<file path="config.mk">
export PLATFORM = sky130hd
export DESIGN_NAME = interrupt_controller
export DESIGN_NICKNAME = d
export VERILOG_FILES = /design/src/rtl/interrupt_controller_pkg.sv /design/src/rtl/interrupt_controller_request_latch.sv /design/src/rtl/interrupt_controller.sv
export SDC_FILE = /design/constraint.sdc
export NUM_CORES = 1
export LEC_CHECK = 0
export CAP_MARGIN = 20
export CORE_AREA = 3 3 40 42
export CTS_CLUSTER_SIZE = 16
export DETAILED_ROUTE_END_ITERATION = 10
export DIE_AREA = 0 0 43 45
export PLACE_DENSITY = 0.77
export SLEW_MARGIN = 20
export SYNTH_ARGS = -nofsm -noshare
export SYNTH_HDL_FRONTEND = slang
export SYNTH_SLANG_ARGS = --single-unit
</file>
<file path="constraint.sdc">
create_clock -name CLK -period 1.6 [get_ports CLK]
set_input_delay 0.24 -clock CLK [delete_from_list [all_inputs] [get_ports CLK]]
set_output_delay 0.24 -clock CLK [all_outputs]
set_load 0.02 [all_outputs]
</file>
<file path="src/rtl/interrupt_controller_pkg.sv">
// -----------------------------------------------------------------------------
// interrupt_controller_pkg
// Shared constants for the interrupt controller and the program-counter block
// it steers.
//   PC_NEXTX_*  : 3-bit next-address select codes driven on PC_NEXTX
//   INTV0/INTV1 : fixed handler entry addresses selected by the *_INTV* codes
// -----------------------------------------------------------------------------
package interrupt_controller_pkg;

    localparam int PC_NEXTX_W = 3;

    // Next-address select codes understood by the program counter.
    localparam logic [PC_NEXTX_W-1:0] PC_NEXTX_NEXT  = 3'd0; // sequential
    localparam logic [PC_NEXTX_W-1:0] PC_NEXTX_INTV0 = 3'd1; // INT0 vector
    localparam logic [PC_NEXTX_W-1:0] PC_NEXTX_INTV1 = 3'd2; // INT1 vector
    localparam logic [PC_NEXTX_W-1:0] PC_NEXTX_INTR0 = 3'd3; // INT0 return address
    localparam logic [PC_NEXTX_W-1:0] PC_NEXTX_INTR1 = 3'd4; // INT1 return address

    // Handler entry addresses behind the vector select codes.
    localparam logic [15:0] INTV0 = 16'h0004;
    localparam logic [15:0] INTV1 = 16'h0008;

endpackage

</file>
<file path="src/rtl/interrupt_controller_request_latch.sv">
// -----------------------------------------------------------------------------
// int_request_latch
// Per-line request capture: rising-edge detect, sticky pending bit and the
// line's enable bit.
//   CLK, RESETN : clock, synchronous active-low reset
//   req         : raw request line (synchronous to CLK)
//   en_ld       : load enable bit from en_din
//   en_din      : new enable value
//   clr         : clear pending (request is being taken)
//   pending     : request captured and not yet taken
//   enabled     : line enable
// -----------------------------------------------------------------------------
module int_request_latch (
    input  logic CLK,
    input  logic RESETN,
    input  logic req,
    input  logic en_ld,
    input  logic en_din,
    input  logic clr,
    output logic pending,
    output logic enabled
);

    logic req_prev;
    logic req_rise;

    // Only a 0->1 transition counts, so a line held high is captured once.
    assign req_rise = req & ~req_prev;

    always_ff @(posedge CLK) begin
        // NOTE: sequential state uses non-blocking assignments so every flop samples pre-edge values.
        if (!RESETN) begin
            req_prev <= 1'b0;
            pending  <= 1'b0;
            enabled  <= 1'b0;
        end else begin
            req_prev <= req;
            if (en_ld)
                enabled <= en_din;
            // A fresh edge beats a simultaneous clear: the new request must not be lost.
            if (req_rise)
                pending <= 1'b1;
            else if (clr)
                pending <= 1'b0;
        end
    end

endmodule

</file>
<file path="src/rtl/interrupt_controller.sv">
// -----------------------------------------------------------------------------
// interrupt_controller
// Two-level priority interrupt controller sequenced by instruction phases.
// Decisions are taken at COMMIT; the resulting PC redirect, save strobe and
// acknowledge happen on the following FETCH.
//   CLK, RESETN              : clock, synchronous active-low reset
//   FETCH, DECODE, COMMIT    : instruction-phase strobes (one-hot or idle)
//   INT0_REQ, INT1_REQ       : request lines, INT0 has priority
//   INT_EN_LD, INT_EN_DIN    : enable mask load strobe and value
//   RETI                     : return-from-interrupt, valid with COMMIT
//   PC_LD_INT0X/INT1X        : save sequential return address
//   PC_NEXTX                 : next-address select (PC_NEXTX_* codes)
//   INT0_ACK, INT1_ACK       : one-cycle acknowledges
//   IN_INT0, IN_INT1         : handler-active flags
//   INT_PENDING              : pending bits {INT1, INT0}
// -----------------------------------------------------------------------------
module interrupt_controller
    import interrupt_controller_pkg::*;
(
    input  logic                  CLK,
    input  logic                  RESETN,
    input  logic                  FETCH,
    input  logic                  DECODE,
    input  logic                  COMMIT,
    input  logic                  INT0_REQ,
    input  logic                  INT1_REQ,
    input  logic                  INT_EN_LD,
    input  logic [1:0]            INT_EN_DIN,
    input  logic                  RETI,
    output logic                  PC_LD_INT0X,
    output logic                  PC_LD_INT1X,
    output logic [PC_NEXTX_W-1:0] PC_NEXTX,
    output logic                  INT0_ACK,
    output logic                  INT1_ACK,
    output logic                  IN_INT0,
    output logic                  IN_INT1,
    output logic [1:0]            INT_PENDING
);

    typedef enum logic [1:0] {
        S_IDLE  = 2'd0,
        S_TAKE0 = 2'd1,
        S_TAKE1 = 2'd2,
        S_RET   = 2'd3
    } state_t;

    state_t     state;
    state_t     state_nxt;
    logic [1:0] enabled;
    logic       ret_done;

    int_request_latch u_line0 (
        .CLK     (CLK),
        .RESETN  (RESETN),
        .req     (INT0_REQ),
        .en_ld   (INT_EN_LD),
        .en_din  (INT_EN_DIN[0]),
        .clr     (INT0_ACK),
        .pending (INT_PENDING[0]),
        .enabled (enabled[0])
    );

    int_request_latch u_line1 (
        .CLK     (CLK),
        .RESETN  (RESETN),
        .req     (INT1_REQ),
        .en_ld   (INT_EN_LD),
        .en_din  (INT_EN_DIN[1]),
        .clr     (INT1_ACK),
        .pending (INT_PENDING[1]),
        .enabled (enabled[1])
    );

    always_ff @(posedge CLK) begin
        if (!RESETN)
            state <= S_IDLE;
        else
            state <= state_nxt;
    end

    always_ff @(posedge CLK) begin
        if (!RESETN) begin
            IN_INT0 <= 1'b0;
            IN_INT1 <= 1'b0;
        end else begin
            if (INT0_ACK)
                IN_INT0 <= 1'b1;
            if (INT1_ACK)
                IN_INT1 <= 1'b1;
            // Handlers nest only as INT1 under INT0, so INT0 always unwinds first.
            if (ret_done) begin
                if (IN_INT0)
                    IN_INT0 <= 1'b0;
                else
                    IN_INT1 <= 1'b0;
            end
        end
    end

    always_comb begin
        // NOTE: every output gets a default first so no path leaves a latch.
        state_nxt   = state;
        PC_NEXTX    = PC_NEXTX_NEXT;
        PC_LD_INT0X = 1'b0;
        PC_LD_INT1X = 1'b0;
        INT0_ACK    = 1'b0;
        INT1_ACK    = 1'b0;
        ret_done    = 1'b0;

        case (state)
            S_IDLE: begin
                if (COMMIT) begin
                    if (RETI && (IN_INT0 || IN_INT1))
                        state_nxt = S_RET;
                    else if (INT_PENDING[0] && enabled[0] && !IN_INT0)
                        state_nxt = S_TAKE0;
                    else if (INT_PENDING[1] && enabled[1] && !IN_INT0 && !IN_INT1)
                        state_nxt = S_TAKE1;
                end
            end
            S_TAKE0: begin
                PC_NEXTX = PC_NEXTX_INTV0;
                if (FETCH) begin
                    PC_LD_INT0X = 1'b1;
                    INT0_ACK    = 1'b1;
                    state_nxt   = S_IDLE;
                end
            end
            S_TAKE1: begin
                PC_NEXTX = PC_NEXTX_INTV1;
                if (FETCH) begin
                    PC_LD_INT1X = 1'b1;
                    INT1_ACK    = 1'b1;
                    state_nxt   = S_IDLE;
                end
            end
            S_RET: begin
                PC_NEXTX = IN_INT0 ? PC_NEXTX_INTR0 : PC_NEXTX_INTR1;
                if (FETCH) begin
                    ret_done  = 1'b1;
                    state_nxt = S_IDLE;
                end
            end
            default: state_nxt = S_IDLE;
        endcase

        // While reset is asserted the pending operation is abandoned: nothing
        // may reach the program counter even if FETCH arrives in that cycle.
        if (!RESETN) begin
            PC_NEXTX    = PC_NEXTX_NEXT;
            PC_LD_INT0X = 1'b0;
            PC_LD_INT1X = 1'b0;
            INT0_ACK    = 1'b0;
            INT1_ACK    = 1'b0;
            ret_done    = 1'b0;
        end
    end

    // The sequencer relies on phases never overlapping.
    a_one_phase : assert property (@(posedge CLK) disable iff (!RESETN)
        $onehot0({FETCH, DECODE, COMMIT}));

endmodule

</file>
==> reports/qor.yml <==
outcome:
  outcome: "finished, final reports clean"
sta:
  fin_crit_ns: 1.52
  fin_ws_ns: 0.0756
  hold_violations: 0
  clock_skew_ns: 0.000521
  slew_headroom_pct: 62.4
  post-route-period-util_pct: 95.3
  tightest_slew_ns: 0.550
  max_freq_mhz: 656
  setup_viol: 0
  finalMaxSlewViolations: 0
  rsz0062_at_grt: "false"
worst_hold_path:
  hold_start: "FETCH"
  hold_class: "primary input to flip-flop"
floorplan:
  ioPinCount: 22
  placementRows: 13
  core_area_mm2: 0.00128
  die_h_um: 45
  start_util_pct: 36.6
  die_x_um: 43
  die_area_mm2: 0.00194
route:
  drc: 0
  antenna_left: 0
  via_count: 489
  viasPerCell: 4.94
  wl_per_cell_um: 12.5
  dr.pass1.iters: 4
  totalWireLength_um: 1230
  initialDrtViolationCount: 9
power_and_ir_drop:
  power.leakage_nw: 0.333
  p_per_area_mw_per_mm2: 703
  power_uw: 522
  ir_drop_mv: 0.614
setup_path:
  crit_required_ns: 1.36
  crit_end: "IN_INT1"
  crit_slowest_cell: "clkdlybuf4s50_1"
  max_stage_delay_ns: 0.63
  start_kind: "flip-flop"
  crit_cells: 1
  path_class: "flip-flop to output port"
  worst-path-max-fanout: 5
  path_buf_inv: 1
  crit_arrival_ns: 1.28
  end_kind: "output port"
  rr_startpoint: "IN_INT0"
  reg2reg_slack_ns: 0.13
  r2r_cells: 4
  r2r-end: "state[0]"
  cp_top_family: "buffers and inverters"
  crit_start: "IN_INT1"
  crit_chain: "clkdlybuf4s50_1"
clock_network:
  cts_resized: 28
  clock_sinks: 10
  clock_path_buffers: 2
  worstSkewPairLatency_ns: 0.26
  h-tree-depth: 1
  hold_buffers: 0
  postCtsSetupBuffers: 0
  cts_buffers: 3
  ctsRootBufferMaster: "clkbuf_4"
  cts_tree: "yes"
  clkTransAtPathRegs_ns: 0.06
synth:
  ys_seq_elements: 10
  ys_top_cells_by_area: "dfxtp_1, a21oi_1, buf_4"
  synth_flop_cell: "dfxtp_1"
  synth_top_cell_area_share_pct: 42.6
  yosys.area.top_type: "dfxtp_1"
  syn_inst: 54
  postSynthAreaPerCell_um2: 8.71
  yosysSeqAreaShare_pct: 42.6
  yosysMostFrequentCell: "dfxtp_1"
  synth_warnings: 0
  synth.distinct_cells: 20
  netlist_area_um2: 470
  synth-edff-count: 0
  ys_async_sr_fraction_pct: 0
  synthesis.nets: 65
  synthTopCellsByCount: "dfxtp_1, a21oi_1, nand2_1"
placement:
  portBuffers: 20
  dp_slack_ns: -0.421
  dp_hpwl_um: 967
  dp_cells: 96
  gp_congestion: 0.883
final_layout:
  drive_gt1_share_pct: 33.3
  fin_nets: 97
  fill_cells: 141
  multi_input_area_um2: 234
  syn_to_final_growth_pct: 57.7
  antennaDiodeCount: 0
  regArea_um2: 201
  finalNonFillerCells: 99
grt:
  grt_pass1_vias: 462
  grt_pass1_wl_um: 1910
  antenna_found_initial: 0
  overflow: 0
  grt_usage_pct: 14.0
  grt_max_degree: 8
flow_run:
  maxCapViolCount: 0
[cells in the final DEF, fill, tap and decap left out]
cell type / instances
buf_4: 11
clkdlybuf4s50_1: 10
dfxtp_1: 9
a21oi_1: 7
nand2_1: 6
nor2_1: 5
buf_2: 5
nand3b_1: 3
nor2b_1: 3
clkbuf_4: 3
inv_1: 2
and2_2: 2
mux2i_1: 2
dlygate4sd2_1: 2
inv_2: 1
nor3_2: 1
nor3b_1: 1
o21ai_0: 1
a2111oi_0: 1
o21a_1: 1
or4_4: 1
o311a_1: 1
o32ai_2: 1
o21ai_1: 1
dlymetal6s2s_1: 1
clkdlybuf4s15_2: 1
clkbuf_2: 1
dfxtp_2: 1
[layer usage]
metal	share of wire (%)	track usage (%)	vias up
met3	7.2	7.17	4
met4	1.5	5.42	0
li1	-	-	246
met5	0	0	-
met1	39	13.7	225
met2	52	25.1	14
[final cells by class]
class	count	share of cell area, %
clock buffer	3	3.04
timing repair buffer	31	34.2
multi-input combinational	37	31.5
sequential	10	27.2
tap	15	2.53
inverter	3	1.52
[where the power goes]
group	switching, mW	total, mW	internal, mW
sequential	0.00871	0.270	0.261
clock	0.0765	0.163	0.0864
combinational	0.0365	0.0889	0.0524
total	0.122	0.522	0.400
[logic make-up (layout without fill, tap and decap cells)]
group	after synthesis	after routing	synth area share, %
muxes	2	2	4.26
buffers and inverters	7	37	8.78
AOI/OAI and AO/OA	13	13	18.6
DFF	10	10	42.6
and+or+nand+nor	22	22	25.8
[worst min-delay path by stage]
stage	end	slack [ns]	depth (start not counted)
floorplan	state[1]	0.33	1
global placement	u_line0.enabled	0.48	2
detailed placement	u_line1.pending	0.51	2
CTS	state[1]	0.42	2
global route	state[1]	0.43	2
finish	state[1]	0.41	2
[registers in the layout, indices dropped and copies added (netlist names)]
signal,count
u_line1.req_prev,1
IN_INT0,1
u_line1.pending,1
u_line0.pending,1
IN_INT1,1
state,2
u_line0.enabled,1
u_line0.req_prev,1
u_line1.enabled,1
[per-stage QoR]
| step | utilization [%] | instance area [µm²] | TNS (ns) | hold WS, ns |
|---|---|---|---|---|
| 4_1_cts | 59.3 | 762 | 0 | 0.422 |
| 3_5_place_dp | 57.7 | 742 | -2.85 | 0.511 |
| 6_report | 57.7 | 742 | 0 | 0.413 |
| 3_3_place_gp | 57.7 | 742 | -2.73 | 0.476 |
| 2_1_floorplan | - | 470 | 0 | 0.333 |
| 5_1_grt | 57.7 | 742 | 0 | 0.430 |
(Power assumes the default switching activity.)
